==> src/rtl/adventure_controller.sv <==
// Sequencing controller for the adventure-game room FSM: debounced, arbitrated
// single-shot move pulses, win/death tracking, move counting and timed restart.
module adventure_controller #(
   parameter int unsigned DEBOUNCE_CYCLES = 4,
   parameter int unsigned HOLD_CYCLES     = 16,
   parameter int unsigned MOVE_W          = 8
) (
   input  logic              clk,
   input  logic              reset,
   input  logic              btn_n,
   input  logic              btn_s,
   input  logic              btn_e,
   input  logic              btn_w,
   input  logic              win,
   input  logic              death,
   output logic              room_n,
   output logic              room_s,
   output logic              room_e,
   output logic              room_w,
   output logic              room_reset,
   output logic [MOVE_W-1:0] move_count,
   output logic              game_over,
   output logic [1:0]        outcome
);

   localparam int unsigned CNT_W  = $clog2(DEBOUNCE_CYCLES + 1);
   localparam int unsigned HOLD_W = (HOLD_CYCLES > 1) ? $clog2(HOLD_CYCLES) : 1;
   localparam logic [CNT_W-1:0]  DB_LAST   = CNT_W'(DEBOUNCE_CYCLES - 1);
   localparam logic [HOLD_W-1:0] HOLD_LOAD = HOLD_W'(HOLD_CYCLES - 1);

   typedef enum logic [2:0] {INIT, IDLE, MOVE, RELEASE, OVER} state_t;

   // Button vectors are ordered {N, S, E, W}, which is also the arbitration order.
   logic [3:0]       raw;
   logic [3:0]       sync1;
   logic [3:0]       sync2;
   logic [3:0]       level;
   logic [CNT_W-1:0] db_cnt [4];

   state_t            state;
   logic [3:0]        dir;
   logic [HOLD_W-1:0] hold_cnt;
   logic              end_game;
   logic              playing;

   assign raw = {btn_n, btn_s, btn_e, btn_w};

   always_ff @(posedge clk) begin
      if (reset) begin
         sync1 <= '0;
         sync2 <= '0;
         level <= '0;
         for (int unsigned i = 0; i < 4; i++) db_cnt[i] <= '0;
      end else begin
         sync1 <= raw;
         sync2 <= sync1;
         for (int unsigned i = 0; i < 4; i++) begin
            if (sync2[i] == level[i]) begin
               db_cnt[i] <= '0;
            end else if (db_cnt[i] == DB_LAST) begin
               level[i]  <= sync2[i];
               db_cnt[i] <= '0;
            end else begin
               db_cnt[i] <= db_cnt[i] + 1'b1;
            end
         end
      end
   end

   assign end_game = win | death;
   assign playing  = (state == IDLE) || (state == MOVE) || (state == RELEASE);

   // Move is counted on entry to MOVE, so a game end seen in MOVE keeps its count.
   always_ff @(posedge clk) begin
      if (reset) begin
         state      <= INIT;
         dir        <= '0;
         game_over  <= 1'b0;
         outcome    <= 2'b00;
         move_count <= '0;
         hold_cnt   <= '0;
      end else begin
         dir <= '0;
         if (playing && end_game) begin
            state     <= OVER;
            game_over <= 1'b1;
            hold_cnt  <= HOLD_LOAD;
            outcome   <= win ? 2'b01 : 2'b10;
         end else begin
            case (state)
               INIT: begin
                  move_count <= '0;
                  outcome    <= 2'b00;
                  game_over  <= 1'b0;
                  state      <= IDLE;
               end
               IDLE: begin
                  if (|level) begin
                     state <= MOVE;
                     if (level[3])      dir <= 4'b1000;
                     else if (level[2]) dir <= 4'b0100;
                     else if (level[1]) dir <= 4'b0010;
                     else               dir <= 4'b0001;
                     if (move_count != '1) move_count <= move_count + 1'b1;
                  end
               end
               MOVE: state <= RELEASE;
               RELEASE: begin
                  if (level == '0) state <= IDLE;
               end
               OVER: begin
                  if (hold_cnt == '0) begin
                     state     <= INIT;
                     game_over <= 1'b0;
                  end else begin
                     hold_cnt <= hold_cnt - 1'b1;
                  end
               end
               default: state <= INIT;
            endcase
         end
      end
   end

   assign room_n     = dir[3];
   assign room_s     = dir[2];
   assign room_e     = dir[1];
   assign room_w     = dir[0];
   assign room_reset = reset | (state == INIT);

endmodule
==> config.mk <==
export PLATFORM = sky130hd
export DESIGN_NAME = adventure_controller
export DESIGN_NICKNAME = d
export VERILOG_FILES = /design/src/rtl/adventure_controller.sv
export SDC_FILE = /design/constraint.sdc
export NUM_CORES = 1
export LEC_CHECK = 0
export CAP_MARGIN = 15
export CORE_MARGIN = 2
export CORE_UTILIZATION = 45
export CTS_CLUSTER_SIZE = 40
export DETAILED_ROUTE_END_ITERATION = 10
export PLACE_DENSITY = 0.66
export SLEW_MARGIN = 30
export SYNTH_ARGS = -nofsm -noshare
export SYNTH_HDL_FRONTEND = slang
export SYNTH_SLANG_ARGS = --single-unit
==> constraint.sdc <==
create_clock -name clk -period 1.79 [get_ports clk]
set_input_delay 0.179 -clock clk [delete_from_list [all_inputs] [get_ports clk]]
set_output_delay 0.179 -clock clk [all_outputs]
set_load 0.03 [all_outputs]
# After elaboration in Yosys (flattened, before gate mapping)
# Memory sizes are Yosys's and may differ from the RTL's.
# Index checks and enable logic that the tools add are counted.
# W data, S select, Z words.
[word_totals] word_cells=166 in_bits=8 ff_bits=34 memories=1 output_inout_bits=16 mem_bits_rw=12
[classes] mux=78 n_reduce_logical=24 add_sub_neg=6 n_bitwise=21 eq_ne=21
[memory_table] memory="db_cnt" depth=4 word_bits=3 rd=4 rd_clocked_by_memory_dff=0 wr=4 line_no="38" source="logic [CNT_W-1:0] db_cnt [4];"
[ops] op="$mux W3" count=17
[ops] op="$mux W1" count=48
[ops] op="$eq A3 B2 Y1 const B" count=6
[ops] op="$mux W4" count=4
[ops] op="$mux W8" count=2
[ops] op="$pmux W8 S2" count=1
[ops] op="$pmux W3 S5" count=1
[ops] op="$or A1 B1 Y1" count=14
[ops] op="$add A3 B1 Y3 const B" count=4
[ops] op="$reduce_and A2 Y1" count=6
[ops] op="$add A8 B1 Y8 const B" count=1
[ops] op="$logic_not A4 Y1" count=2
[ops] op="$mux W2" count=4
[ops] op="$ne A8 B8 Y1 const B" count=1
[ops] op="$reduce_or A4 Y1" count=2
[ops] op="$not A1 Y1" count=7
[ops] op="$ne A2 B1 Y1 const B" count=3
[ops] op="$ne A3 B1 Y1 const B" count=2
[ops] op="$reduce_and A3 Y1" count=2
[ops] op="$reduce_bool A2 Y1" count=3
[ops] op="$reduce_or A6 Y1" count=1
[ops] op="$reduce_or A5 Y1" count=1
[ops] op="$eq A1 B1 Y1" count=4
[ops] op="$ne A2 B2 Y1 const B" count=2
[ops] op="other kinds (11)" count=12

# Depth between registers and ports, before layout
# An unclocked memory read counts as a cell.
[logic_depth] word_depth=8 mapped_depth=6 ltp_nobuf=6

# Least setup slack after synthesis
# OpenSTA, ideal clock, no wires.
[synth_timing] kind="reg2reg" startpoint="register move_count[0]" endpoint="register move_count[6]" synth_period_minus_slack_ns=1.679 t_arrival_ns=1.544 path_slack_ns=0.111 stages_incl_launch_ff=6 required_time_ns=1.656 setup_time_ns=0.134 path_buffers=0 cell_sequence="dfxtp_1 ha_1 nand3_1 nand3b_4 o31ai_1 a211oi_2"
[synth_via] elab_chain_len=4 elab_cells_between_ends=7 cone_classes="1 x add/sub; 2 x eq/ne; 3 x mux; 1 x reduce/logical"
[synth_rtl] item="from (decl)" line_no="21" source="output logic [MOVE_W-1:0] move_count,"
[synth_rtl] item="from (signal assigned)" line_no="104" source="if (move_count != '1) move_count <= move_count + 1'b1;"
[synth_rtl] item="$add A8 B1 Y8" line_no="104"
[synth_rtl] item="$mux W8" line_no="104"
[synth_rtl] item="$mux W8" line_no="98" source="if (|level) begin"
[synth_rtl] item="$pmux W8 S2" line_no="90" source="case (state)"
# Several ways; a longest one is shown, not always the timed one. The select of a mux whose other input is x is not followed.
# A chain may end at the register's enable or synchronous reset.

# Final worst setup path
[layout_timing] startpoint="register state[2]" endpoint="register hold_cnt[3]"
[layout_via] elab_chain_len=6 elab_cells_between_ends=11 cone_classes="5 x eq/ne; 1 x mux; 5 x reduce/logical"
[layout_rtl] item="from (decl)" line_no="40" source="state_t state;"
[layout_rtl] item="from (signal assigned)" line_no="76" source="state <= INIT;"
[layout_rtl] item="from (signal assigned)" line_no="85" source="state <= OVER;"
[layout_rtl] item="from (signal assigned)" line_no="95" source="state <= IDLE;"
[layout_rtl] item="$eq A3 B1 Y1 or $eq A3 B2 Y1 (tied branches)" line_no="71" source="assign playing = (state == IDLE) || (state == MOVE) || (state == RELEASE);"
[layout_rtl] item="$logic_or A1 B1 Y1 (2 in series)" line_no="71"
[layout_rtl] item="$logic_and A1 B1 Y1" line_no="84" source="if (playing && end_game) begin"
[layout_rtl] item="$ne A2 B2 Y1 (no line) or $reduce_bool A2 Y1 (tied branches)"
[layout_rtl] item="$reduce_and A2 Y1 (no line)"
[layout_rtl] item="to (signal assigned)" line_no="116" source="hold_cnt <= hold_cnt - 1'b1;"
[layout_rtl] item="to (decl)" line_no="42" source="logic [HOLD_W-1:0] hold_cnt;"
# Several ways; a longest one is shown, not always the timed one.

==> metrics.cfg <==
[status]
status = finished clean

[critical_path]
reg2reg_from = state[2]
worst_ep_arrival_time_ns = 1.84
r2r_slack_ns = 0.11
critPathLaunchType = flop
rr_worst_depth = 4
critical_path_class = reg2reg
crit_required_ns = 1.95
reg2reg_to = hold_cnt[3]
critPathCaptureType = flop
critPathMaxFanout = 8

[timing]
finClkSkew_ns = 0.008591
tns_ns = 0
worst_slew_pin_slew_ns = 0.5274
layout_setup_ws_ns = 0.1089
slew_violations = 0
whs_ns = 0.4302
period_share_pct = 93.92
hold_violations = 0
setup_viol = 0
fmax_ghz = 0.5948
min_period_ns = 1.681
rsz0062_at_grt = false
maxSlewHeadroom_pct = 64.47

[detailed_routing]
drtAntennaViolNets = 0
routed_via_density = 5.158
drc = 0
vias = 1568
drtIter0Drc = 99
routed_wl_um = 3723
first_pass_iters = 4
post_drt_wl_per_cell_um = 12.25

[yosys]
ys_ff_latch = 46
yosys_warnings = 0
post_synth.cell_area_avg_sq_um = 10.09
ys_types = 42
synthCells = 205
async_reset_ff_share_pct = 0
syn_area_sq_um = 2068
ys_seq_area_share_pct = 50.33
synth_edf_count = 12
synthFlopType = dfxtp_1

[cts]
clk-insertion-delay-late_ns = 0.30
h-tree-depth = 2
holdBufCountCts = 0
clock-sinks = 46
cts-root-buf = clkbuf_8
clockBufferDepth = 2
numCtsBuffers = 5
clk_pin_slew_ns = 0.09
cts_tree = yes

[pwr]
power.leakage_nw = 1.011
peakVddDrop_uv = 556.2
p_per_area_nw_per_um2 = 1017

[layout]
fin_nets = 269
final_common_cell = dfxtp_1
fin_util_pct = 59.76
final_cell_mix = 34 x dfxtp_1, 28 x nor2_1, 22 x clkdlybuf4s50_1, 15 x inv_1
antenna-diode-count = 0
drive_above_1_share_pct = 13.49
area_delta_synth_final_pct = 26.68

[floorplanning]
die_h_um = 71.80
rows = 24
die_x_um = 71.80
design.portCount = 24
core_sq_um = 4384
initial_core_util_pct = 47.17
die_area_sq_um = 5155

[placement]
gp_congestion = 0.8462
portBuffers = 23
hpwl_um = 2703
place_ws_ns = 0.04556

[run]
drv_cap = 0

[min_path]
min_to = sync1[3]
min-delay-start = btn_n
hp-class = in2reg
whs_path_depth = 2

[global_route]
grt_pass1_wl_um = 6513
grt_antenna_before_repair = 0
grt_pass1_vias = 1487
grt.overflow.total = 0
grt_usage_pct = 16.09
grt_max_degree = 16

==> critical path: stages, from the launching register on <==
cell     delay, ns
dfxtp_1       0.52
or3b_1        0.44
nor3_1        0.27
xnor2_1       0.19
a21oi_1       0.11
==> state kept, by name, indices dropped and copies added, names as in the netlist <==
signal	count
hold_cnt	4
sync2	4
outcome	2
move_count	8
level	4
state	3
db_cnt	12
dir	4
game_over	1
sync1	4
==> routing by layer <==
metal  vias up  GRT usage, %  wire length [um]
li1        811             -                 -
met4         0         9.015               112
met3        10         3.094               171
met1       707         21.55              1786
met5         -             0                 0
met2        40         24.38              1653
==> cell families (layout without fill, tap and decap cells) <==
logic type / after synthesis / in the layout / share of synthesized area (%)
and+or+nand+nor: 84 / 84 / 22.26
DFF: 46 / 46 / 50.33
AOI/OAI and AO/OA: 31 / 31 / 11.74
buffers and inverters: 21 / 57 / 3.932
adders and majority gates: 10 / 10 / 6.050
muxes: 7 / 7 / 3.388
xor gates and xnor gates: 5 / 5 / 2.117
other: 1 / 12 / 0.1813
==> where the power goes <==
part	leakage, nW	internal, mW	switching (mW)
registers	0.402	1.14	0.0697
logic	0.538	0.218	0.298
clock network	0.0714	0.595	0.342
total	1.01	1.95	0.709
==> cell usage after synthesis, drive strengths merged, types with 2 or more instances <==
master   number  area share, %
dfxtp        34             33
nor2         31            6.2
inv          15            2.7
edfxtp       12             17
a21oi        11            2.7
ha           10            6.0
or3          10            3.0
nor2b         9            2.7
nor3          8            1.9
mux2i         7            3.4
nand2         7            1.3
nand4         5            1.5
xnor2         5            2.1
buf           4           0.85
nand3         4            1.2
o21ai         4           0.97
a211oi        3            1.6
o31ai         3            1.1
a2111oi       2            1.5
and3          2           0.60
clkbuf        2           0.36
nor3b         2           0.73
o221ai        2           0.85
==> layout make-up <==
class                   count  area, sq um
clock buffers               6        82.58
clock inverters             2        60.06
fillers                   380         1764
inverters                  15        56.30
multi-input cells         149        992.2
flip-flops and latches     46         1041
well taps                  52        65.06
repair buffers             34        322.8
==> metrics by stage <==
step / cells / total power [mW] / instance area, sq um
after floorplan: 216 / 1.573 / 2110
after global placement: 296 / 1.732 / 2472
after detailed placement: 296 / 1.736 / 2472
after CTS: 304 / 2.682 / 2615
after global routing: 304 / 2.805 / 2620
final: 304 / 2.664 / 2620
==> repair_timing <==
item / CTS / global route
buffers inserted: 0 / 0
endpoints found under the setup margin: 0 / 1
gates resized for setup: 0 / 1
==> worst max path at each step <==
| stage | from | endpoint | slack, ns |
|---|---|---|---|
| floorplan | move_count[0] | move_count[6] | 0.11 |
| global placement | death | move_count[7] | 0.08 |
| detailed placement | death | move_count[7] | 0.05 |
| CTS | state[2] | room_reset | 0.006 |
| global route | state[2] | hold_cnt[3] | 0.01 |
| finish | state[2] | hold_cnt[3] | 0.11 |
No activity file was read; power rests on OpenSTA's default activity.
